--- config.mk ---
export PLATFORM = sky130hd
export DESIGN_NAME = input_symbol_conditioner
export DESIGN_NICKNAME = d
export VERILOG_FILES = /design/src/rtl/input_symbol_conditioner.sv
export SDC_FILE = /design/constraint.sdc
export NUM_CORES = 1
export LEC_CHECK = 0
export CAP_MARGIN = 25
export CORE_ASPECT_RATIO = 1.75
export CORE_MARGIN = 5
export CORE_UTILIZATION = 33
export CTS_BUF_LIST = sky130_fd_sc_hd__clkbuf_16
export DETAILED_ROUTE_END_ITERATION = 6
export PLACE_DENSITY = 0.46
export RECOVER_POWER = 100
export SYNTH_ARGS = -nofsm -noshare
export SYNTH_HDL_FRONTEND = slang
export SYNTH_SLANG_ARGS = --single-unit
--- constraint.sdc ---
create_clock -name clk -period 4.8 [get_ports clk]
set_input_delay 0.96 -clock clk [delete_from_list [all_inputs] [get_ports clk]]
set_output_delay 0.96 -clock clk [all_outputs]
set_load 0.005 [all_outputs]
--- src/rtl/input_symbol_conditioner.sv ---
// Conditions four raw, bouncy request lines into a committed 2-bit symbol.
// Each line is synchronised, then debounced, then encoded; simultaneous presses raise multi_err.
module input_symbol_conditioner #(
   parameter int         DEBOUNCE_CYCLES = 4,
   parameter logic [1:0] RESET_SYMBOL    = 2'b00
) (
   input  logic       clk,
   input  logic       reset,
   input  logic [3:0] raw_in,
   output logic [1:0] input_signal,
   output logic       sym_valid,
   output logic       multi_err
);

   localparam int CW = $clog2(DEBOUNCE_CYCLES + 1);

   typedef enum logic [1:0] {
      IDLE,
      COUNT,
      LOCKED,
      ERR
   } state_t;

   state_t          state_q, state_d;
   logic [3:0]      sync1_q, sync1_d;
   logic [3:0]      sync2_q, sync2_d;
   logic [1:0]      cand_q, cand_d;
   logic [CW-1:0]   cnt_q, cnt_d;
   logic [1:0]      sym_q, sym_d;
   logic            valid_q, valid_d;
   logic            err_q, err_d;

   logic            is_zero;
   logic            is_one;
   logic            is_multi;
   logic [1:0]      enc;

   always_comb begin
      sync1_d = raw_in;
      sync2_d = sync1_q;
   end

   // A single set bit is the only pattern where clearing the lowest set bit leaves zero.
   always_comb begin
      is_zero  = (sync2_q == 4'b0000);
      is_one   = !is_zero && ((sync2_q & (sync2_q - 4'd1)) == 4'b0000);
      is_multi = !is_zero && !is_one;
      enc      = 2'd0;
      for (int i = 0; i < 4; i++) begin
         if (sync2_q[i]) begin
            enc = i[1:0];
         end
      end
   end

   always_comb begin
      state_d = state_q;
      cand_d  = cand_q;
      cnt_d   = cnt_q;
      sym_d   = sym_q;
      valid_d = 1'b0;
      case (state_q)
         IDLE: begin
            if (is_multi) begin
               state_d = ERR;
               cnt_d   = '0;
            end else if (is_one) begin
               cand_d = enc;
               cnt_d  = CW'(1);
               if (DEBOUNCE_CYCLES == 1) begin
                  sym_d   = enc;
                  valid_d = 1'b1;
                  state_d = LOCKED;
               end else begin
                  state_d = COUNT;
               end
            end
         end
         COUNT: begin
            if (is_one) begin
               if (enc == cand_q) begin
                  // This sample completes the run: commit and stop counting.
                  if (cnt_q == CW'(DEBOUNCE_CYCLES - 1)) begin
                     cnt_d   = CW'(DEBOUNCE_CYCLES);
                     sym_d   = cand_q;
                     valid_d = 1'b1;
                     state_d = LOCKED;
                  end else begin
                     cnt_d = cnt_q + CW'(1);
                  end
               end else begin
                  cand_d = enc;
                  cnt_d  = CW'(1);
               end
            end else if (is_zero) begin
               state_d = IDLE;
               cnt_d   = '0;
            end else begin
               state_d = ERR;
               cnt_d   = '0;
            end
         end
         LOCKED: begin
            if (is_zero) begin
               state_d = IDLE;
               cnt_d   = '0;
            end else if (is_multi || (enc != cand_q)) begin
               // Sliding to another line without releasing is treated as illegal.
               state_d = ERR;
               cnt_d   = '0;
            end
         end
         ERR: begin
            if (is_zero) begin
               state_d = IDLE;
            end
         end
         default: begin
            state_d = IDLE;
            cnt_d   = '0;
         end
      endcase
      err_d = (state_d == ERR);
   end

   always_ff @(posedge clk) begin
      if (reset) begin
         state_q <= IDLE;
         sync1_q <= '0;
         sync2_q <= '0;
         cand_q  <= '0;
         cnt_q   <= '0;
         sym_q   <= RESET_SYMBOL;
         valid_q <= 1'b0;
         err_q   <= 1'b0;
      end else begin
         state_q <= state_d;
         sync1_q <= sync1_d;
         sync2_q <= sync2_d;
         cand_q  <= cand_d;
         cnt_q   <= cnt_d;
         sym_q   <= sym_d;
         valid_q <= valid_d;
         err_q   <= err_d;
      end
   end

   assign input_signal = sym_q;
   assign sym_valid    = valid_q;
   assign multi_err    = err_q;

endmodule

==> results of run 1 <==
[power by group through the flow]
stage                     clock network [W]  registers (W)  logic, W
after global routing               0.000184       0.000189  0.000134
after global placement                    0       0.000190  0.000125
final                              0.000172       0.000187  0.000119
after detailed placement                  0       0.000190  0.000125
after floorplan                           0       0.000184  0.000103
after CTS                          0.000178       0.000187  0.000126
[area by class of cell]
cell class	instances	area share
inverters	6	0.0165
repair buffers	9	0.0659
flip-flops and latches	19	0.278
well taps	45	0.0412
multi-input cells	99	0.539
clock buffers	3	0.0549
clock inverters	1	0.00366
[stage by stage]
| step | area [um^2] | cells |
|---|---|---|
| after floorplan | 1180 | 130 |
| after global placement | 1300 | 178 |
| after detailed placement | 1300 | 178 |
| after CTS | 1380 | 182 |
| after global routing | 1370 | 182 |
| final | 1370 | 182 |
[metal layers]
layer | track usage | routed length [um]
met1 | 0.133 | 1150
met2 | 0.203 | 1310
met3 | 0.0159 | 82
met4 | 0.0597 | 55
met5 | 0 | 0
[critical path: cells and delay by family]
family | cells | cell delay, ns
buf+inv | 1 | 0.79
compound gates | 3 | 0.49
simple gates | 2 | 0.38
[kinds of logic after synthesis]
family / count (synthesis) / synth area share
simple gates: 51 / 0.270
compound gates: 36 / 0.250
flops: 19 / 0.321
buf+inv: 12 / 0.0433
fa+ha+maj: 7 / 0.0739
mux: 4 / 0.0338
xor+xnor: 1 / 0.00739
[cells in the final DEF (no fill, tap or decap), types with 3 or more instances in the layout]
cell type,Yosys,final
dfxtp_1,19,19
nor2b_1,11,11
nand2_1,8,8
nand2b_1,8,8
a21oi_1,7,7
ha_1,7,7
inv_1,6,6
dlygate4sd3_1,0,5
nor2_1,4,4
o21bai_1,4,4
mux2i_1,4,4
clkdlybuf4s50_1,0,4
nor4_1,2,3
nor3_1,3,3
a21o_1,3,3
clkbuf_16,0,3
[sequential cells by signal (all words and copies together) (netlist names)]
register,cells
sync2_q,4
sym_valid,1
multi_err,1
state_q,2
sync1_q,4
input_signal,2
cnt_q,3
cand_q,2
[worst min-delay path by stage]
| stage | startpoint | to | slack (ns) | cells past startpoint |
|---|---|---|---|---|
| final | sync1_q[0] | sync2_q[0] | 0.43 | 1 |
| after global routing | sync1_q[0] | sync2_q[0] | 0.45 | 1 |
| after CTS | sync1_q[0] | sync2_q[0] | 0.43 | 1 |
| after detailed placement | sync1_q[0] | sync2_q[0] | 0.42 | 1 |
| after global placement | sync1_q[2] | sync2_q[2] | 0.42 | 1 |
| after floorplan | sync1_q[0] | sync2_q[0] | 0.41 | 1 |
==> results.tsv, run 1 <==
stage	metric	value	unit
worst_setup_path	delay of the slowest cell on the worst path	0.79	ns
worst_setup_path	Worst path slowest cell	dlygate4sd3_1	
global_routing	first-pass GRT wire length	4.44	mm
die	num ports	10	
power_and_ir_drop	Pwr Total	0.000478	W
synth	most frequent cells after synthesis	19 x dfxtp_1, 11 x nor2b_1, 8 x nand2_1, 8 x nand2b_1	
worst_setup_path	worst reg2reg setup slack	2.82	ns
place	placer congestion estimate	0.773	
sta	fin crit share	0.511	
power_and_ir_drop	Logic pwr share	0.248	
die	Initial Util	0.345	
synth	FF+latch count, synth	19	
synth	Synth Net Count	143	
sta	Final Hold Viols	0	
sta	fmax	408	MHz
sta	Worst-Margin Slew	0.682	ns
drt	Final ANT Viol Nets	0	
synth	count leader, synth	dfxtp_1	
power_and_ir_drop	cell leakage power	0.532	nW
clock_tree	post-cts repair resize count	0	
synth	Mapped Area	1180	um^2
layout	Final Util	0.398	
worst_setup_path	FF-to-FF End	state_q[1]	
synth	synthesized instance count	130	
power_and_ir_drop	P_int	0.000336	W
power_and_ir_drop	switching power	0.000141	W
synth	Yosys top cell by area	dfxtp_1	
worst_setup_path	CP max FO	21	
die	Die Wd	55.3	um
sta	RSZ-0062 raised after global routing	no	
layout	Area growth, synth to finish	15.3	%
worst_setup_path	Worst Setup EP	multi_err	
power_and_ir_drop	Peak VDD IR	0.240	mV
synth	Post-synth ARST share	0	
synth	sequential-to-total area share from yosys stat	0.321	
power_and_ir_drop	PwrDens	350	nW/um^2
clock_tree	Clock Sinks	19	
sta	final setup fails	0	
sta	hold_ws	0.433	ns
worst_setup_path	CP startpoint kind	input pin	
clock_tree	CTS root buf	clkbuf_16	
layout	layout filler cell count	386	
worst_setup_path	most used cell, CP	nor2b_1	
global_routing	gr usage total	0.114	
clock_tree	hold_buf cts	0	
synth	top cell type's share of synthesized area	0.321	
synth	Post-synth EDFFs	0	
drt	1st-iter DRT viols	45	
worst_setup_path	CP Capture Type	flip-flop	
clock_tree	Inserted Clock Buffers	3	
clock_tree	Post CTS Setup Buffer Count	0	
layout	register area	380	um^2
global_routing	vias in the first global route	913	
layout	fin nets	151	
power_and_ir_drop	clock group share of total power	0.360	
drt	vias per cell	5.27	
synth	post-synthesis area per instance	9.11	um^2
die	FP Rows	28	
sta	Worst slew margin	0.541	
sta	Post-Route Setup TNS	0	ns
synth	library cells used by synthesis	45	
clock_tree	Max Buffers Root-to-Sink	2	
worst_setup_path	crit path from	reset	
power_and_ir_drop	sw frac	0.296	
sta	fin crit period	2.45	ns
drt	drt total wl	2.59	mm
place	hpwl dp	1.90	mm
place	IO buf count	9	
drt	# DRC	0	
layout	multi-input logic area	737	um^2
clock_tree	worst skew pair latency	0.25	ns
synth	Synth area leaders	dfxtp_1 32%, ha_1 7.4%, nor2b_1 5.8%	
power_and_ir_drop	Reg power frac	0.392	
clock_tree	clk slew on worst S/H paths	0.05	ns
global_routing	largest net degree at the start of global routing	22	
worst_setup_path	worst path cell trace	dlygate4sd3_1, nor2b_1, nor2b_1, o221ai_1, a21o_1, a211oi_1	
layout	n_diodes	0	
die	DIE AREA	4940	um^2
drt	drt pass-1 iters	4	
min_path	HP Class	reg2reg	
run	MaxCap Viol Count	0	
drt	Vias	959	
global_routing	initial antenna violation count	0	
worst_setup_path	crit path kind	in2reg	
synth	prevailing post-synth register cell	dfxtp_1	
worst_setup_path	required time worst endpoint	4.97	ns
worst_setup_path	cells on worst reg2reg path	5	
die	die span in y	89.3	um
global_routing	Overflow after GRT	0	
layout	layout cell share with drive strength beyond 1	0.0949	
synth	yosys warns	0	
clock_tree	H-tree Lvls	1	
worst_setup_path	R2R Path Start	sync2_q[1]	
worst_setup_path	crit path DAT	2.62	ns
sta	Worst Clk Skew	0.00267	ns
sta	setup ws final	2.35	ns
place	Place WS	2.07	ns
die	Core Area	3430	um^2
drt	Avg WL per Cell	14.2	um
clock_tree	TritonCTS clock tree	done	
sta	Pins Over Slew Limit	0	
status	status	finished clean	
(Power assumes the default switching activity.)
==> run 2, diff against run 1 <==
==> constraint.sdc (replaced) <==
create_clock -name clk -period 2.5 [get_ports clk]
set_input_delay 0.5 -clock clk [delete_from_list [all_inputs] [get_ports clk]]
set_output_delay 0.5 -clock clk [all_outputs]
set_load 0.005 [all_outputs]
==> results.tsv, run 2 (synthesis gave the netlist of run 1 again) <==
stage	metric	value	unit
layout	n_diodes	0	
power_and_ir_drop	sw frac	0.301	
worst_setup_path	worst path cell trace	or3b_1, a211oi_1, nor3b_1, nor4_1, nor3_1	
worst_setup_path	CP max FO	15	
layout	most frequent cells in the layout	19 x dfxtp_1, 11 x nor2b_1, 8 x nand2_1, 8 x nand2b_1	
global_routing	first-pass GRT wire length	4.51	mm
layout	fin nets	153	
clock_tree	H-tree Lvls	1	
layout	final non-filler cell total	184	
die	Die Wd	55.3	um
sta	final setup fails	0	
power_and_ir_drop	Peak VDD IR	0.399	mV
layout	Regs by FF count	sync1_q x4, sync2_q x4, cnt_q x3	
worst_setup_path	required time worst endpoint	2.60	ns
global_routing	largest net degree at the start of global routing	21	
sta	fin crit share	0.798	
power_and_ir_drop	Reg power frac	0.391	
clock_tree	worst skew pair latency	0.25	ns
global_routing	initial antenna violation count	0	
place	Place WS	0.646	ns
die	num ports	10	
worst_setup_path	delay of the slowest cell on the worst path	0.57	ns
die	Core Area	3430	um^2
clock_tree	Post CTS Setup Buffer Count	0	
power_and_ir_drop	Pwr Total	0.000925	W
clock_tree	TritonCTS clock tree	done	
sta	setup ws final	0.505	ns
drt	vias per cell	5.19	
die	FP Rows	28	
layout	Area growth, synth to finish	15.9	%
place	# placed instances	180	
place	IO buf count	9	
layout	Final Util	0.400	
power_and_ir_drop	P_int	0.000647	W
die	die span in y	89.3	um
sta	Worst-Margin Slew	0.812	ns
layout	layout cell share with drive strength beyond 1	0.0863	
min_path	HP Class	reg2reg	
global_routing	Overflow after GRT	0	
clock_tree	clk slew on worst S/H paths	0.06	ns
sta	Pins Over Slew Limit	0	
die	Initial Util	0.345	
drt	Final ANT Viol Nets	0	
sta	Worst slew margin	0.458	
power_and_ir_drop	cell leakage power	0.542	nW
clock_tree	post-cts repair resize count	0	
power_and_ir_drop	PwrDens	673	nW/um^2
drt	Vias	955	
sta	RSZ-0062 raised after global routing	no	
clock_tree	Max Buffers Root-to-Sink	2	
sta	fin crit period	1.99	ns
run	MaxCap Viol Count	0	
drt	1st-iter DRT viols	16	
worst_setup_path	crit path kind	reg2reg	
sta	Final Hold Viols	0	
global_routing	gr usage total	0.120	
worst_setup_path	CP startpoint kind	flip-flop	
drt	drt pass-1 iters	4	
clock_tree	CTS root buf	clkbuf_16	
drt	Avg WL per Cell	14.7	um
power_and_ir_drop	switching power	0.000278	W
worst_setup_path	Worst path slowest cell	dfxtp_1	
power_and_ir_drop	Logic pwr share	0.251	
clock_tree	hold_buf cts	0	
sta	fmax	501	MHz
drt	# DRC	0	
worst_setup_path	CP Capture Type	flip-flop	
sta	Worst Clk Skew	0.00492	ns
status	status	finished clean	
place	placer congestion estimate	0.808	
power_and_ir_drop	clock group share of total power	0.359	
drt	drt total wl	2.70	mm
layout	most common cell after layout, fill and taps aside	dfxtp_1	
die	DIE AREA	4940	um^2
place	hpwl dp	2.12	mm
global_routing	vias in the first global route	939	
clock_tree	Clock Sinks	19	
clock_tree	Inserted Clock Buffers	3	
worst_setup_path	crit path DAT	2.09	ns
sta	Post-Route Setup TNS	0	ns
run 2: changes by cell type in the layout (fill, tap and decap cells not counted):
cell / before / now
o21ai_0: 2 / 3
o21ba_2: 1 / 0
clkbuf_1: 0 / 1
o21ba_1: 0 / 1
buf_4: 0 / 1
o21ai_2: 2 / 1
run 2: worst paths after layout:
path / depth (start not counted) / end / from / slack (ns)
setup / recovery: 5 / state_q[1] / sync2_q[1] / 0.51
setup reg to reg: 5 / state_q[1] / sync2_q[1] / 0.51
hold reg to reg: 1 / sync2_q[3] / sync1_q[3] / 0.43
hold / removal: 1 / sync2_q[3] / sync1_q[3] / 0.43
run 2: final cells by class:
| class | instances | area [um^2] |
|---|---|---|
| Tap cell | 45 | 56.3 |
| Clock buffer | 3 | 75.1 |
| Multi-Input combinational cell | 99 | 733 |
| Inverter | 6 | 22.5 |
| Clock inverter | 1 | 5.00 |
| Sequential cell | 19 | 380 |
| Fill cell | 378 | 2060 |
| Timing Repair Buffer | 11 | 101 |
run 2: routing by layer:
| layer | GRT usage | vias up | routed length (um) |
|---|---|---|---|
| met5 | 0 | - | 0 |
| met4 | 0.0819 | 0 | 100 |
| met3 | 0.0217 | 6 | 49 |
| met2 | 0.214 | 12 | 1380 |
| met1 | 0.127 | 447 | 1170 |
| li1 | - | 490 | - |
run 2: critical path: cells and delay by family, from the launching register on:
| kind | cells | cell delay [ns] |
|---|---|---|
| simple gates | 4 | 0.95 |
| flops | 1 | 0.57 |
| compound gates | 1 | 0.33 |
run 2: power groups by stage:
stage,clock network (W),logic [W],registers (W)
after CTS,0.000339,0.000251,0.000361
final,0.000332,0.000232,0.000361
after global routing,0.000358,0.000260,0.000365
after detailed placement,0,0.000250,0.000368
after global placement,0,0.000250,0.000368
after floorplan,0,0.000197,0.000352
run 2: per-stage QoR:
| step | instance area [um^2] | hold WS [ns] |
|---|---|---|
| floorplan | 1180 | 0.414 |
| detailed placement | 1320 | 0.423 |
| global route | 1370 | 0.453 |
| global placement | 1320 | 0.425 |
| finish | 1370 | 0.434 |
| CTS | 1400 | 0.437 |
